$ cat config.mk
export PLATFORM = sky130hd
export DESIGN_NAME = ct_f_spsram_512x59_ctrl
export DESIGN_NICKNAME = d
export VERILOG_FILES = /design/src/rtl/ct_f_spsram_512x59_ctrl_pkg.sv /design/src/rtl/ct_f_spsram_512x59_ctrl_rdata_fifo.sv /design/src/rtl/ct_f_spsram_512x59_ctrl.sv
export SDC_FILE = /design/constraint.sdc
export NUM_CORES = 1
export LEC_CHECK = 0
export CAP_MARGIN = 20
export CORE_AREA = 5 5 150 152
export CTS_CLUSTER_SIZE = 40
export DETAILED_ROUTE_END_ITERATION = 12
export DIE_AREA = 0 0 155 157
export PLACE_DENSITY = 0.72
export SYNTH_ARGS = -nofsm -noshare
export SYNTH_HDL_FRONTEND = slang
export SYNTH_SLANG_ARGS = --single-unit
$ cat constraint.sdc
create_clock -name forever_cpuclk -period 2.55 [get_ports forever_cpuclk]
set_clock_uncertainty 0.05 [all_clocks]
set_input_delay 0.6375 -clock forever_cpuclk [delete_from_list [all_inputs] [get_ports forever_cpuclk]]
set_output_delay 0.6375 -clock forever_cpuclk [all_outputs]
set_load 0.1 [all_outputs]
$ cat src/rtl/ct_f_spsram_512x59_ctrl_pkg.sv
// Shared constants for the 512x59 single-port SRAM front-end: FSM encodings,
// array geometry and write-mask group boundaries.
package ct_f_spsram_512x59_ctrl_pkg;

  localparam int ADDR_W = 9;
  localparam int DATA_W = 59;
  localparam int DEPTH  = 1 << ADDR_W;

  localparam logic [0:0] ST_INIT = 1'b0;
  localparam logic [0:0] ST_RUN  = 1'b1;

  // The macro's bit enables are only honoured per group: [58], [57:29], [28:0]
  localparam int GRP2_BIT = 58;
  localparam int GRP1_MSB = 57;
  localparam int GRP1_LSB = 29;
  localparam int GRP0_MSB = 28;
  localparam int GRP0_LSB = 0;

  function automatic logic mask_uniform(input logic [DATA_W-1:0] m);
    logic [GRP1_MSB-GRP1_LSB:0] g1;
    logic [GRP0_MSB-GRP0_LSB:0] g0;
    g1 = m[GRP1_MSB:GRP1_LSB];
    g0 = m[GRP0_MSB:GRP0_LSB];
    return ((&g1) || !(|g1)) && ((&g0) || !(|g0));
  endfunction

endpackage

$ cat src/rtl/ct_f_spsram_512x59_ctrl_rdata_fifo.sv
// Two-entry read-data buffer; slot0 is always the head so rdata comes
// straight from a register. Push and pop may coincide at any count.
module ct_f_spsram_rdata_fifo
  import ct_f_spsram_512x59_ctrl_pkg::*;
#(
  parameter int DATA_WIDTH = DATA_W
) (
  input  logic                  forever_cpuclk,
  input  logic                  cpurst_b,
  input  logic                  push,
  input  logic [DATA_WIDTH-1:0] push_data,
  input  logic                  pop,
  output logic [DATA_WIDTH-1:0] head_data,
  output logic [1:0]            count,
  output logic                  full,
  output logic                  empty
);

  logic [DATA_WIDTH-1:0] slot0_reg, slot0_next;
  logic [DATA_WIDTH-1:0] slot1_reg, slot1_next;
  logic [1:0]            count_reg, count_next;
  logic                  pop_eff;
  logic                  push_eff;

  assign full      = (count_reg == 2'd2);
  assign empty     = (count_reg == 2'd0);
  assign count     = count_reg;
  assign head_data = slot0_reg;

  always_comb begin
    pop_eff    = pop && !empty;
    push_eff   = push && (!full || pop_eff);
    slot0_next = slot0_reg;
    slot1_next = slot1_reg;
    case (count_reg)
      2'd0: begin
        if (push_eff) slot0_next = push_data;
      end
      2'd1: begin
        if (push_eff && pop_eff) slot0_next = push_data;
        else if (push_eff)       slot1_next = push_data;
      end
      default: begin
        if (pop_eff) begin
          slot0_next = slot1_reg;
          if (push_eff) slot1_next = push_data;
        end
      end
    endcase
    count_next = count_reg + {1'b0, push_eff} - {1'b0, pop_eff};
  end

  always_ff @(posedge forever_cpuclk or negedge cpurst_b) begin
    if (!cpurst_b) begin
      slot0_reg <= '0;
      slot1_reg <= '0;
      count_reg <= 2'd0;
    end else begin
      slot0_reg <= slot0_next;
      slot1_reg <= slot1_next;
      count_reg <= count_next;
    end
  end

endmodule

$ cat src/rtl/ct_f_spsram_512x59_ctrl.sv
// Front-end for the 512x59 single-port SRAM: zero-fill after reset, then
// one write-or-read access per cycle with bounded read starvation.
module ct_f_spsram_512x59_ctrl
  import ct_f_spsram_512x59_ctrl_pkg::*;
#(
  parameter int ADDR_WIDTH    = ADDR_W,
  parameter int DATA_WIDTH    = DATA_W,
  parameter int WR_STARVE_MAX = 4,
  parameter int INIT_EN       = 1
) (
  input  logic                  forever_cpuclk,
  input  logic                  cpurst_b,
  input  logic                  wr_vld,
  input  logic [ADDR_WIDTH-1:0] wr_addr,
  input  logic [DATA_WIDTH-1:0] wr_data,
  input  logic [DATA_WIDTH-1:0] wr_mask,
  output logic                  wr_rdy,
  input  logic                  rd_vld,
  input  logic [ADDR_WIDTH-1:0] rd_addr,
  output logic                  rd_rdy,
  output logic                  rdata_vld,
  output logic [DATA_WIDTH-1:0] rdata,
  input  logic                  rdata_rdy,
  output logic                  init_done,
  output logic                  sram_cen,
  output logic                  sram_gwen,
  output logic [DATA_WIDTH-1:0] sram_wen,
  output logic [ADDR_WIDTH-1:0] sram_a,
  output logic [DATA_WIDTH-1:0] sram_d,
  input  logic [DATA_WIDTH-1:0] sram_q
);

  localparam int               SW         = $clog2(WR_STARVE_MAX + 1);
  localparam logic [SW-1:0]    STARVE_MAX = SW'(WR_STARVE_MAX);

  logic [0:0]            state_reg, state_next;
  logic [ADDR_WIDTH-1:0] init_cnt_reg, init_cnt_next;
  logic [SW-1:0]         starve_cnt_reg, starve_cnt_next;
  logic                  inflight_reg;

  logic       run;
  logic       init_acc;
  logic       force_rd;
  logic       rd_space;
  logic       grant_wr;
  logic       grant_rd;
  logic [1:0] fifo_count;
  logic       fifo_full;
  logic       fifo_empty;

  assign run       = (state_reg == ST_RUN);
  assign init_done = run;
  // Gated by cpurst_b so the macro sees no access while reset is held
  assign init_acc  = (state_reg == ST_INIT) && (INIT_EN != 0) && cpurst_b;
  assign force_rd  = (starve_cnt_reg >= STARVE_MAX);
  // Reserve FIFO room for every read already issued to the macro
  assign rd_space  = !fifo_full && !((fifo_count == 2'd1) && inflight_reg);

  assign rd_rdy   = run && rd_space && (!wr_vld || force_rd);
  assign wr_rdy   = run && !(rd_vld && rd_space && force_rd);
  assign grant_rd = rd_vld && rd_rdy;
  assign grant_wr = wr_vld && wr_rdy;

  always_comb begin
    sram_cen  = 1'b1;
    sram_gwen = 1'b1;
    sram_wen  = '1;
    sram_a    = '0;
    sram_d    = '0;
    if (init_acc) begin
      sram_cen  = 1'b0;
      sram_gwen = 1'b0;
      sram_wen  = '0;
      sram_a    = init_cnt_reg;
    end else if (grant_wr) begin
      sram_cen  = 1'b0;
      sram_gwen = 1'b0;
      sram_wen  = ~wr_mask;
      sram_a    = wr_addr;
      sram_d    = wr_data;
    end else if (grant_rd) begin
      sram_cen  = 1'b0;
      sram_a    = rd_addr;
    end
  end

  always_comb begin
    state_next      = state_reg;
    init_cnt_next   = init_cnt_reg;
    starve_cnt_next = starve_cnt_reg;
    if (state_reg == ST_INIT) begin
      if (INIT_EN == 0) begin
        state_next = ST_RUN;
      end else begin
        init_cnt_next = init_cnt_reg + 1'b1;
        if (&init_cnt_reg) state_next = ST_RUN;
      end
    end
    // Saturates at the limit while a forced read waits for FIFO space
    if (!run || grant_rd || !rd_vld) starve_cnt_next = '0;
    else if (grant_wr && !force_rd)  starve_cnt_next = starve_cnt_reg + 1'b1;
  end

  always_ff @(posedge forever_cpuclk or negedge cpurst_b) begin
    if (!cpurst_b) begin
      state_reg      <= ST_INIT;
      init_cnt_reg   <= '0;
      starve_cnt_reg <= '0;
      inflight_reg   <= 1'b0;
    end else begin
      state_reg      <= state_next;
      init_cnt_reg   <= init_cnt_next;
      starve_cnt_reg <= starve_cnt_next;
      inflight_reg   <= grant_rd;
    end
  end

  assign rdata_vld = !fifo_empty;

  ct_f_spsram_rdata_fifo #(
    .DATA_WIDTH (DATA_WIDTH)
  ) u_rdata_fifo (
    .forever_cpuclk (forever_cpuclk),
    .cpurst_b       (cpurst_b),
    .push           (inflight_reg),
    .push_data      (sram_q),
    .pop            (rdata_vld && rdata_rdy),
    .head_data      (rdata),
    .count          (fifo_count),
    .full           (fifo_full),
    .empty          (fifo_empty)
  );

endmodule

==> flow_summary.json <==
{
  "run_status": "complete, but fails checks",
  "violations_in_the_final_reports": "setup timing",
  "dieArea_mm2": 0.0243,
  "port_buffers": 391,
  "ys.flop_type": "sky130_fd_sc_hd__dfrtp_1",
  "nNetsFinal": 1180,
  "synth_largest_type_area_fraction_pct": 47.1,
  "crit_path_start_kind": "flop",
  "timing.rr.end": "u_rdata_fifo.count[1]$_DFF_PN0_",
  "ir_drop_mv": 0.885,
  "yosys-top-cells-area": "sky130_fd_sc_hd__dfrtp_1 47%, sky130_fd_sc_hd__mux2_2 27%, sky130_fd_sc_hd__a21oi_2 7.1%",
  "clock_latency_ns": 0.41,
  "dp_hpwl_mm": 20.9,
  "post_synth_instance_area_mm2": 0.00713,
  "floorplan.core_area_mm2": 0.0209,
  "initial_core_util_pct": 34.1,
  "wl_mm": 27.5,
  "drc_violation_total_after_the_first_tritonroute_iteration": 141,
  "worst_path_most_repeated_cell": "sky130_fd_sc_hd__buf_12",
  "final_hold_viol_count": 0,
  "count_of_mapped_cells_out_of_synthesis": 552,
  "fin_cells": 1271,
  "path_depth": 6,
  "vias_per_cell": 4.77,
  "grt_pass1_vias": 6606,
  "maxSlewViolCount": 0,
  "cp_data_arrival_time_ns": 2.22,
  "timing.critical_path.slowest_cell_delay_ns": 0.40,
  "yosysUniqueCellTypes": 37,
  "crit_path_cell_trace": "and3b_2 -> o311a_4 -> buf_12 -> buf_12 -> a221o_2 -> buf_12",
  "cts-htree-levels": 4,
  "cts_root_buf": "sky130_fd_sc_hd__clkbuf_16",
  "numPlacedInstances": 1204,
  "grt_start_max_net_pins": 55,
  "grt-ovfl-total": 0,
  "synth-async-reset-ratio_pct": 100,
  "number_of_synthesized_flops_with_an_enable_pin": 0,
  "final_cell_mix": "196 x sky130_fd_sc_hd__clkdlybuf4s50_1, 169 x sky130_fd_sc_hd__mux2_2, 143 x sky130_fd_sc_hd__buf_12",
  "synth_compound_area_share_pct": 9.22,
  "synth.area.mux_share_pct": 28.4,
  "syn_avg_cell_area_um2": 12.9,
  "numClockSinks": 134,
  "grtUsageTotal_pct": 21.9,
  "timing.critical_path.max_delay_family": "compound AO/OA/AOI/OAI gates",
  "grt_antenna_before_repair": 7,
  "cp-endpoint": "sram_a[1]",
  "synth_xor_area_share_pct": 1.23,
  "seq_area_frac_synth_pct": 47.1,
  "min_period_ns": 2.91,
  "clk_path_buf_depth": 2,
  "clk_pin_slew_worst_paths_ns": 0.06,
  "power_density_mw_per_mm2": 798,
  "timing.rr.start": "u_rdata_fifo.count[1]$_DFF_PN0_",
  "relSlewSlack_pct": 54.7,
  "hp-class": "input port to async pin",
  "io_pins": 392,
  "dp_worst_setup_slack_ns": -0.442,
  "vias": 6064,
  "cp.required_ns": 1.86,
  "max_freq_mhz": 344,
  "routed_wire_length_per_instance_um": 21.7,
  "drt.antenna.violating_nets": 0,
  "adder_and_majority_gate_portion_of_the_synthesized_area_pct": 1.05,
  "cts.hold.buffers_added": 0,
  "largest_fanout_on_the_critical_path": 6,
  "remaining_drc_errors": 0,
  "synth.ff_latch_count": 134,
  "rrSetupSlack_ns": 0.26,
  "layout_commonest_cell": "sky130_fd_sc_hd__clkdlybuf4s50_1",
  "drive_above_1_share_pct": 59.9,
  "rows": 53,
  "cts_made_buffers": 17,
  "final.setup.worst_slack_ns": -0.361,
  "floorplan.die.height_um": 157,
  "rsz0062_at_grt": "true",
  "ff2ff_path_depth": 8,
  "setup.worst_path.class": "flop to output port",
  "synth_fp_nets": 758,
  "final-setup-viol-count": 129,
  "tritoncts": "built",
  "drv.max_cap_violation_count": 0,
  "worstSetupStartpoint": "u_rdata_fifo.count[0]$_DFF_PN0_",
  "synth_top_cell_by_area": "sky130_fd_sc_hd__dfrtp_1",
  "worstMarginPinSlew_ns": 0.680,
  "cpMaxStageDelayCell": "sky130_fd_sc_hd__dfrtp_1",
  "worstPathBufferInverterCount": 3,
  "routabilityCongestion": 0.898,
  "power_leakage_nw": 6.34,
  "synthesis.yosys.warnings": 0,
  "grt_pass1_wl_mm": 40.7,
  "flow.area_growth_from_synthesis_pct": 99.5,
  "fin_crit_sh_pct": 114,
  "die_w_um": 155,
  "first_pass_iters": 4,
  "timing.critical_path.to_type": "output port",
  "synth_top_family_by_area": "multiplexers",
  "synth-simple-area-share_pct": 8.66
}
[per-stage QoR]
step                      total power (W)  hold WS [ns]  util [%]  TNS (ns)  area [um^2]
after detailed placement          0.00905         0.429      62.9    -51.78        13100
after CTS                          0.0114         0.213      67.6    -30.95        14100
after global placement            0.00898         0.418      62.9    -48.72        13100
after floorplan                   0.00729         0.292         -     -2.59         7700
final                              0.0113         0.213      68.1    -37.23        14200
after global routing               0.0118         0.242      68.1    -45.24        14200
[final cells by class]
type	instances	area (um^2)
fill	1520	6670
timing repair buffer	445	5760
inverter	5	18.8
antenna	9	22.5
tap	275	344
clock inverter	14	116
clock buffer	18	439
sequential	134	3360
multi-input combinational	371	4160
[worst min-delay path by stage]
stage                                            from                                      to  slack [ns]  cells past startpoint
5_1_grt                                      cpurst_b  u_rdata_fifo.head_data[35]$_DFFE_PN0P_        0.24                      2
3_3_place_gp   u_rdata_fifo.slot1_reg[50]$_DFFE_PN0P_  u_rdata_fifo.slot1_reg[50]$_DFFE_PN0P_        0.42                      1
2_1_floorplan                                cpurst_b                  inflight_reg$_DFF_PN0_        0.29                      0
3_5_place_dp   u_rdata_fifo.slot1_reg[46]$_DFFE_PN0P_  u_rdata_fifo.slot1_reg[46]$_DFFE_PN0P_        0.43                      1
6_report                                     cpurst_b  u_rdata_fifo.slot1_reg[43]$_DFFE_PN0P_        0.21                      2
4_1_cts                                      cpurst_b  u_rdata_fifo.head_data[22]$_DFFE_PN0P_        0.21                      2
[power by group]
group	internal, W	switching [W]
Sequential	0.00252	0.000213
Combinational	0.00200	0.00431
Clock	0.00130	0.00100
Total	0.00582	0.00552
[Yosys cell counts, types with 2 or more instances]
master and n:
sky130_fd_sc_hd__mux2_2 169, sky130_fd_sc_hd__dfrtp_1 134, sky130_fd_sc_hd__and2_1 71, sky130_fd_sc_hd__a21oi_2 58, sky130_fd_sc_hd__buf_2 18, sky130_fd_sc_hd__buf_6 14, sky130_fd_sc_hd__mux2_1 10, sky130_fd_sc_hd__a221o_1 9
sky130_fd_sc_hd__xnor2_1 7, sky130_fd_sc_hd__ha_1 6, sky130_fd_sc_hd__buf_1 5, sky130_fd_sc_hd__inv_1 5, sky130_fd_sc_hd__nand2_1 5, sky130_fd_sc_hd__nor2_1 5, sky130_fd_sc_hd__nor3_1 5, sky130_fd_sc_hd__clkbuf_1 3
sky130_fd_sc_hd__nor2b_1 3, sky130_fd_sc_hd__xor2_1 3, sky130_fd_sc_hd__buf_4 2, sky130_fd_sc_hd__nand3_1 2, sky130_fd_sc_hd__nand4b_1 2
[cells by family after synthesis]
family / Yosys count
multiplexers: 180
flip-flops: 134
AND/OR/NAND/NOR: 101
AO/OA/AOI/OAI: 74
buffers and inverters: 47
XOR/XNOR: 10
adder cells (fa/ha/maj): 6
[worst register-to-register path: stages, from the launching register on]
cell                      delay, ns
sky130_fd_sc_hd__dfrtp_2       0.38
sky130_fd_sc_hd__buf_4         0.12
sky130_fd_sc_hd__buf_4         0.29
sky130_fd_sc_hd__buf_4         0.56
sky130_fd_sc_hd__nand2_1       0.12
sky130_fd_sc_hd__o21a_1        0.20
sky130_fd_sc_hd__ha_1          0.18
sky130_fd_sc_hd__xnor2_1       0.13
sky130_fd_sc_hd__xnor2_1       0.13
[per-layer routing]
metal,vias to the layer above,part of all wire (%),track usage [%]
met5,-,0.073,0
met4,2,1.5,7.28
met3,28,9.2,8.83
met2,236,53,38.3
met1,2982,36,24.3
li1,2816,-,-
[timing repair]
action | CTS | global route
pin swaps | 16 | 12
gates cloned | 5 | 3
resized for setup | 87 | 7
setup endpoints to repair | 130 | 130
setup buffers | 15 | 7
Power figures use the tool's default switching activity.
